## config.mk

```make
export PLATFORM = sky130hd
export DESIGN_NAME = bridge_ahb_arbiter
export DESIGN_NICKNAME = d
export VERILOG_FILES = /design/src/rtl/bridge_ahb_arbiter_pkg.sv /design/src/rtl/bridge_ahb_arbiter_rr_pick.sv /design/src/rtl/bridge_ahb_arbiter.sv
export SDC_FILE = /design/constraint.sdc
export NUM_CORES = 1
export LEC_CHECK = 0
export ABC_AREA = 0
export CORE_AREA = 2 2 107 109
export DETAILED_ROUTE_END_ITERATION = 6
export DIE_AREA = 0 0 109 111
export PLACE_DENSITY = 0.62
export SETUP_SLACK_MARGIN = 0.05
export SLEW_MARGIN = 20
export SYNTH_ARGS = -nofsm -noshare
export SYNTH_HDL_FRONTEND = slang
export SYNTH_SLANG_ARGS = --single-unit
```

## constraint.sdc

```tcl
create_clock -name hclk -period 1.4 [get_ports hclk]
set_clock_uncertainty 0.05 [all_clocks]
set_input_delay 0.21 -clock hclk [delete_from_list [all_inputs] [get_ports hclk]]
set_output_delay 0.21 -clock hclk [all_outputs]
set_load 0.01 [all_outputs]
```

## src/rtl/bridge_ahb_arbiter_pkg.sv

```systemverilog
// bridge_arb_pkg: HTRANS encodings and arbiter state type shared by the bridge arbiter.
package bridge_arb_pkg;
    localparam logic [1:0] HTRANS_IDLE   = 2'b00;
    localparam logic [1:0] HTRANS_BUSY   = 2'b01;
    localparam logic [1:0] HTRANS_NONSEQ = 2'b10;
    localparam logic [1:0] HTRANS_SEQ    = 2'b11;
    typedef enum logic {ARB_PARK, ARB_OWN} arb_state_t;
endpackage

```

## src/rtl/bridge_ahb_arbiter_rr_pick.sv

```systemverilog
// rr_pick: rotating-priority encoder; start_i has highest priority, wrapping upward.
module rr_pick #(
    parameter int N = 3,
    parameter int W = 2
) (
    input  logic [N-1:0] req_i,
    input  logic [W-1:0] start_i,
    output logic [N-1:0] gnt_o,
    output logic [W-1:0] idx_o,
    output logic         valid_o
);
    int j;
    always_comb begin
        j       = 0;
        idx_o   = '0;
        valid_o = 1'b0;
        // walk lowest priority first so the highest-priority hit is written last
        for (int k = N - 1; k >= 0; k--) begin
            j = (int'(start_i) + k) % N;
            if (req_i[W'(j)]) begin
                idx_o   = W'(j);
                valid_o = 1'b1;
            end
        end
        gnt_o = valid_o ? (N'(1) << idx_o) : '0;
    end
endmodule

```

## src/rtl/bridge_ahb_arbiter.sv

```systemverilog
// bridge_ahb_arbiter: round-robin sharing of one AHB-to-APB bridge among NUM_MST masters.
// Define BRIDGE_ARB_TIMEOUT_EN to bound how long one owner may hold the bridge (MAX_HOLD).
module bridge_ahb_arbiter
    import bridge_arb_pkg::*;
#(
    parameter int NUM_MST  = 3,
    parameter int MW       = (NUM_MST > 1) ? $clog2(NUM_MST) : 1,
    parameter int MAX_HOLD = 16
) (
    input  logic                  hclk,
    input  logic                  hreset,
    input  logic [NUM_MST-1:0]    hbusreq,
    input  logic [2*NUM_MST-1:0]  htrans_m,
    input  logic [32*NUM_MST-1:0] haddr_m,
    input  logic [NUM_MST-1:0]    hwrite_m,
    input  logic [32*NUM_MST-1:0] hwdata_m,
    input  logic                  hready,
    output logic [NUM_MST-1:0]    hgrant,
    output logic [MW-1:0]         hmaster,
    output logic [MW-1:0]         hmaster_data,
    output logic [1:0]            htrans,
    output logic [31:0]           haddr,
    output logic                  hwrite,
    output logic [31:0]           hwdata
);
    logic [NUM_MST-1:0] hgrant_q, hgrant_d, pick_gnt;
    logic [MW-1:0]      hmaster_q, hmaster_d, hmaster_data_q, start, pick_idx;
    arb_state_t         state_q, state_d;
    logic [1:0]         own_trans;
    logic               keep, force_rearb, pick_valid;

    assign own_trans = htrans_m[2*hmaster_q +: 2];
    assign start     = (hmaster_q == MW'(NUM_MST - 1)) ? '0 : hmaster_q + 1'b1;

    rr_pick #(.N(NUM_MST), .W(MW)) u_pick (
        .req_i   (hbusreq),
        .start_i (start),
        .gnt_o   (pick_gnt),
        .idx_o   (pick_idx),
        .valid_o (pick_valid)
    );

`ifdef BRIDGE_ARB_TIMEOUT_EN
    localparam int HW = $clog2(MAX_HOLD + 1);
    logic [HW-1:0] hold_q;
    // preemption only at a burst start or idle slot so a burst is never split
    assign force_rearb = (hold_q >= HW'(MAX_HOLD - 1)) && (own_trans inside {HTRANS_NONSEQ, HTRANS_IDLE});
    always_ff @(posedge hclk) begin
        if (hreset)
            hold_q <= '0;
        else if (hready)
            hold_q <= (hmaster_d != hmaster_q) ? '0 :
                      (state_q == ARB_OWN && hold_q < HW'(MAX_HOLD - 1)) ? hold_q + 1'b1 : hold_q;
    end
`else
    assign force_rearb = 1'b0;
`endif

    always_comb begin
        keep      = hbusreq[hmaster_q] && (own_trans inside {HTRANS_BUSY, HTRANS_NONSEQ, HTRANS_SEQ}) && !force_rearb;
        hmaster_d = keep ? hmaster_q : pick_valid ? pick_idx : '0;
        hgrant_d  = keep ? hgrant_q : pick_valid ? pick_gnt : NUM_MST'(1);
        state_d   = (|hbusreq) ? ARB_OWN : ARB_PARK;
    end

    always_ff @(posedge hclk) begin
        if (hreset) begin
            hgrant_q       <= NUM_MST'(1);
            hmaster_q      <= '0;
            hmaster_data_q <= '0;
            state_q        <= ARB_PARK;
        end else if (hready) begin
            hgrant_q       <= hgrant_d;
            hmaster_q      <= hmaster_d;
            hmaster_data_q <= hmaster_q;
            state_q        <= state_d;
        end
    end

    assign hgrant       = hgrant_q;
    assign hmaster      = hmaster_q;
    assign hmaster_data = hmaster_data_q;
    assign htrans       = hbusreq[hmaster_q] ? own_trans : HTRANS_IDLE;
    assign haddr        = haddr_m[32*hmaster_q +: 32];
    assign hwrite       = hwrite_m[hmaster_q];
    assign hwdata       = hwdata_m[32*hmaster_data_q +: 32];
endmodule

```

Word-level counts from Yosys, hierarchy flattened --
Index checks and enable logic that the tools add are counted. Widths: inputs -> output; s select.
Storage, ports and cells: bits in registers 7, input port bits 207, output and inout bits 74, word-level logic and storage cells 48
Operators by class: add/subtract/negate cells 3, div/mod/pow operators 3, order comparisons 4, eq/ne operators 4, shifts and indexed selects 4, multiplexer cells 23, bitwise operators 1, reductions and logical operators 3
Operators by type and width (count):
- $shiftx 96x8->32 | 2
- $mod 32x3->32 const B | 2
- $mod 3x3->32 const B | 1
- $lt 2x4->1 const B | 3
- $mux 2 | 6
- $mux 1 | 11
- $bmux 1 s2 | 5
- $eq 2x2->1 const B | 3
- $shiftx 6x4->2 | 1
- $add 2x1->3 const B | 1
- $add 2x2->3 const B | 1
- $lt 2x3->1 const B | 1
- $mux 3 | 1
- $reduce_bool 3->1 | 1
- $shl 1x2->3 const A | 1
- $add 2x1->2 const B | 1
- $eq 2x1->1 const B | 1
- $reduce_and 2->1 | 1
- $logic_and 1x1->1 | 1
- $not 1->1 | 1

Depth between registers and ports, before layout --
depth in word-level cells 12, gate-level depth with buffers 7, mapped depth without buffers 4

Modules after synthesis --
A second synthesis with hierarchy kept.
Second synthesis, totals: cells, all modules 295, area total of the unflattened synthesis 2001.9 µm²
Modules (own cells, without submodules):
- bridge_ahb_arbiter | instances 1, cells each 260, area an instance 1771.7 µm², seq. area each 140.1 µm²
- rr_pick | instances 1, cells each 35, area an instance 230.2 µm², seq. area each 0.0 µm²

Worst setup path after synthesis --
OpenSTA, ideal clock, no wires.
path type register to output, start point register hmaster_q[0], in the netlist hmaster[0], end point output haddr[10], data arrival time 1.309 ns, required time 1.140 ns, path slack -0.169 ns, cell stages (with the launch flop) 6, path buffers 3, cell sequence dfxtp_1 -> buf_6 -> buf_2 -> buf_2 -> mux2i_1 -> o21ai_1
On the way: cells in the longest elaborated chain, start to end 1
RTL lines:
- start, declared | RTL line bridge_ahb_arbiter.sv:27 | logic [MW-1:0] hmaster_q, hmaster_d, hmaster_data_q, start, pick_idx;
- start signal, assigned | RTL line bridge_ahb_arbiter.sv:74 | hmaster_q <= hmaster_d;
- $shiftx 96x8->32 | RTL line bridge_ahb_arbiter.sv:84 | assign haddr = haddr_m[32*hmaster_q +: 32];
- end, declared | RTL line bridge_ahb_arbiter.sv:22 | output logic [31:0] haddr,
No other way between the ends.

Worst setup path after layout --
start point register hmaster_q[0], in the netlist hmaster[0], end point output haddr[30]
Same word-level chain as after synthesis.

==> impl_metrics.env <==
export IMPL_syn_area_per_cell_sq_um=6.74
export IMPL_clockPowerShare_pct=17.7
export IMPL_rows=39
export IMPL_switching_share_pct=33.3
export IMPL_status="finished, violations left"
export IMPL_p_comb_share_pct=73.8
export IMPL_drc=0
export IMPL_critPathMaxFanout=7
export IMPL_yosysWarnings=0
export IMPL_crit_path_start_kind="register"
export IMPL_vias=3238
export IMPL_grt_overflow_total=0
export IMPL_antenna_found_initial=1
export IMPL_wl_met3_mm=1.31
export IMPL_start_util_pct=16.2
export IMPL_die_h_microns=111
export IMPL_ys_seq_elements=7
export IMPL_die_area_sq_um=12100
export IMPL_max_freq_mhz=600
export IMPL_ys_seq_area_share_pct=7.82
export IMPL_grt_first_pass_wirelength_mm=16.5
export IMPL_violations="negative setup slack"
export IMPL_io_pins=281
export IMPL_max_slew_margin_pct=83.5
export IMPL_holdPathStages=2
export IMPL_synth_xor_xnor_area_share_pct=0
export IMPL_worst_ep_arrival_time_ps=1410
export IMPL_ctsHoldBuffers=0
export IMPL_tritoncts="built"
export IMPL_ys_top_cells_by_area="mux2i_1 42%, o21ai_1 18%, nand2_1 14%"
export IMPL_drv_slew=0
export IMPL_synth_compound_area_share_pct=21.5
export IMPL_powerDensity_nw_per_um2=508
export IMPL_switchingPower_mw=0.946
export IMPL_synth_simple_area_share_pct=20.0
export IMPL_drt_iter0_markers=97
export IMPL_insertion_delay_ps=230
export IMPL_worstMarginPinSlew_ps=247
export IMPL_clock_tree_root_cell="clkbuf_16"
export IMPL_core_area_sq_um=11100
export IMPL_crit_required_ps=1140
export IMPL_syn_inst=266
export IMPL_ff2ff_path_depth=7
export IMPL_synthAdderAreaFrac_pct=0
export IMPL_hold_violations=0
export IMPL_maxCapViolCount=0
export IMPL_die_x_microns=109
export IMPL_synth_area_sq_um=1790
export IMPL_finalWeightedCongestion=0.779
export IMPL_pwr_share_seq_pct=8.5
export IMPL_fin_ws_ps=-267
export IMPL_firstDrtPassIters=4
export IMPL_synth_top_family_by_area="multiplexers"
export IMPL_syn2layout_area_growth_pct=212
export IMPL_numClockSinks=7
export IMPL_numCtsBuffers=3
export IMPL_clk_pin_slew_ps=40
export IMPL_ir_worst_vdd_mv=0.321
export IMPL_finalCritPeriodShare_pct=119
export IMPL_ys_types=24
export IMPL_grt_max_degree=35
export IMPL_hold_path_class="register to register"
export IMPL_wl_met1_mm=3.74
export IMPL_fin_crit_ps=1670
export IMPL_final_antenna_net_count=0
export IMPL_critPathKind="register to output pin"
export IMPL_p_leak_nw=2.19
export IMPL_routed_wl_mm=11.6
export IMPL_fin_util_pct=50.5
export IMPL_synthesis_nets=473
export IMPL_fin_nets=798
export IMPL_yosysTopAreaCell="mux2i_1"
export IMPL_io_buffers=280
export IMPL_yosysTopAreaCellShare_pct=41.9
export IMPL_grt_pass1_vias=3397
export IMPL_power_total_mw=2.84
export IMPL_dpl_hpwl_mm=8.45
export IMPL_dr_wl_met2_mm=6.31
export IMPL_cp_slowest_cell="dfxtp_4"
export IMPL_viasPerCell=4.41
export IMPL_wl_per_cell_microns=15.8
export IMPL_cts_buffer_depth=2
export IMPL_grt_setup_unrepaired="yes"
export IMPL_cpPeakStageDelay_ps=420
export IMPL_muxShareOfSynthArea_pct=41.9
export IMPL_drive_above_1_share_pct=36.4
export IMPL_setup_violations=72
export IMPL_dr_max_layer_used="met4"
export IMPL_path_cells="buf_12 > clkbuf_16 > mux2i_1 > o21ai_1 > buf_2"
export IMPL_htree_levels=1
export IMPL_intPower_mw=1.89
export IMPL_grt_util_all_layers_pct=17.1
export IMPL_worstSetupEndpointType="output pin"
==> routing by layer <==
| metal | track usage (%) | up-vias |
|---|---|---|
| li1 | - | 1585 |
| met5 | 0 | - |
| met4 | 4.44 | 0 |
| met1 | 16.3 | 1457 |
| met2 | 34.5 | 181 |
| met3 | 4.47 | 15 |
==> worst paths after layout <==
check | startpoint | to | slack (ps)
max | hmaster[0] | haddr[30] | -270
min | hgrant[1] | hgrant[1] | 430
min reg2reg | hgrant[1] | hgrant[1] | 430
max reg2reg | hmaster[0] | hmaster[0] | -240
==> critical path: cells and delay by family, from the launching register on <==
kind / cells / cell delay, ps
buffers and inverters: 3 / 460
flip-flops: 1 / 420
AO/OA/AOI/OAI: 1 / 70
multiplexers: 1 / 220
==> power groups by stage <==
stage	Combinational (mW)	Sequential (mW)	Clock, mW
after floorplan	0.691	0.243	0
after detailed placement	1.94	0.241	0
after global routing	2.24	0.245	0.523
after global placement	1.92	0.240	0
after CTS	1.94	0.243	0.504
final	2.10	0.242	0.501
==> registers in the layout (all words and copies together), names as in the netlist <==
register / cells
hmaster_data: 2
hmaster: 2
hgrant: 3
==> cell usage in the layout, fill, tap and decap left out, drive strengths merged, types with 4 or more instances in the layout <==
cell type and n:
o21ai 65, nand2 65, clkdlybuf4s50 206, nor2b 6, clkbuf 8, dfxtp 7, dlygate4sd2 5, mux2i 75
nor2 5, buf 131, nand2b 4
==> stage by stage <==
step | TNS, ps | std cells | cell area (sq um) | worst slack [ps] | hold slack (ps)
6_report | -14720 | 734 | 5590 | -267 | 426
3_3_place_gp | -25200 | 688 | 4880 | -635 | 415
2_1_floorplan | -384 | 266 | 1840 | -79.0 | 312
4_1_cts | -15550 | 730 | 5290 | -343 | 432
3_5_place_dp | -25910 | 688 | 4880 | -657 | 424
5_1_grt | -19330 | 734 | 5590 | -330 | 466
==> synthesized netlist by cell type <==
| master | instances |
|---|---|
| buf_6 | 3 |
| inv_1 | 1 |
| dlygate4sd1_1 | 2 |
| nand3b_1 | 2 |
| nor3_1 | 1 |
| nand2b_1 | 4 |
| o21ai_1 | 65 |
| nor2_1 | 5 |
| o2bb2ai_1 | 2 |
| nor2b_4 | 1 |
| dlymetal6s2s_1 | 1 |
| mux2i_1 | 75 |
| nand2_1 | 65 |
| a21oi_1 | 1 |
| o32a_1 | 1 |
| nor2b_1 | 5 |
| clkbuf_1 | 8 |
| o21a_1 | 1 |
| and2_1 | 1 |
| buf_1 | 1 |
| buf_2 | 11 |
| o22ai_1 | 2 |
| dfxtp_1 | 7 |
| a21o_1 | 1 |
==> final cells by class <==
| type | count | area (sq um) |
|---|---|---|
| clock buffer | 4 | 78.8 |
| fill | 1062 | 5490 |
| tap | 143 | 179 |
| multi-input combinational | 232 | 1820 |
| inverter | 1 | 3.75 |
| sequential | 7 | 153 |
| antenna | 1 | 2.50 |
| timing repair buffer | 346 | 3360 |
==> repair_timing <==
action / in CTS / in global routing
cloned: 8 / 3
pin swaps: 6 / 31
setup endpoints to repair: 79 / 75
setup buffers: 30 / 8
gates resized for setup: 337 / 87
==> kinds of logic after synthesis <==
group | after synthesis
buffers and inverters | 27
AOI/OAI and AO/OA | 73
DFF | 7
muxes | 75
and+or+nand+nor | 84
(Power assumes the default switching activity.)
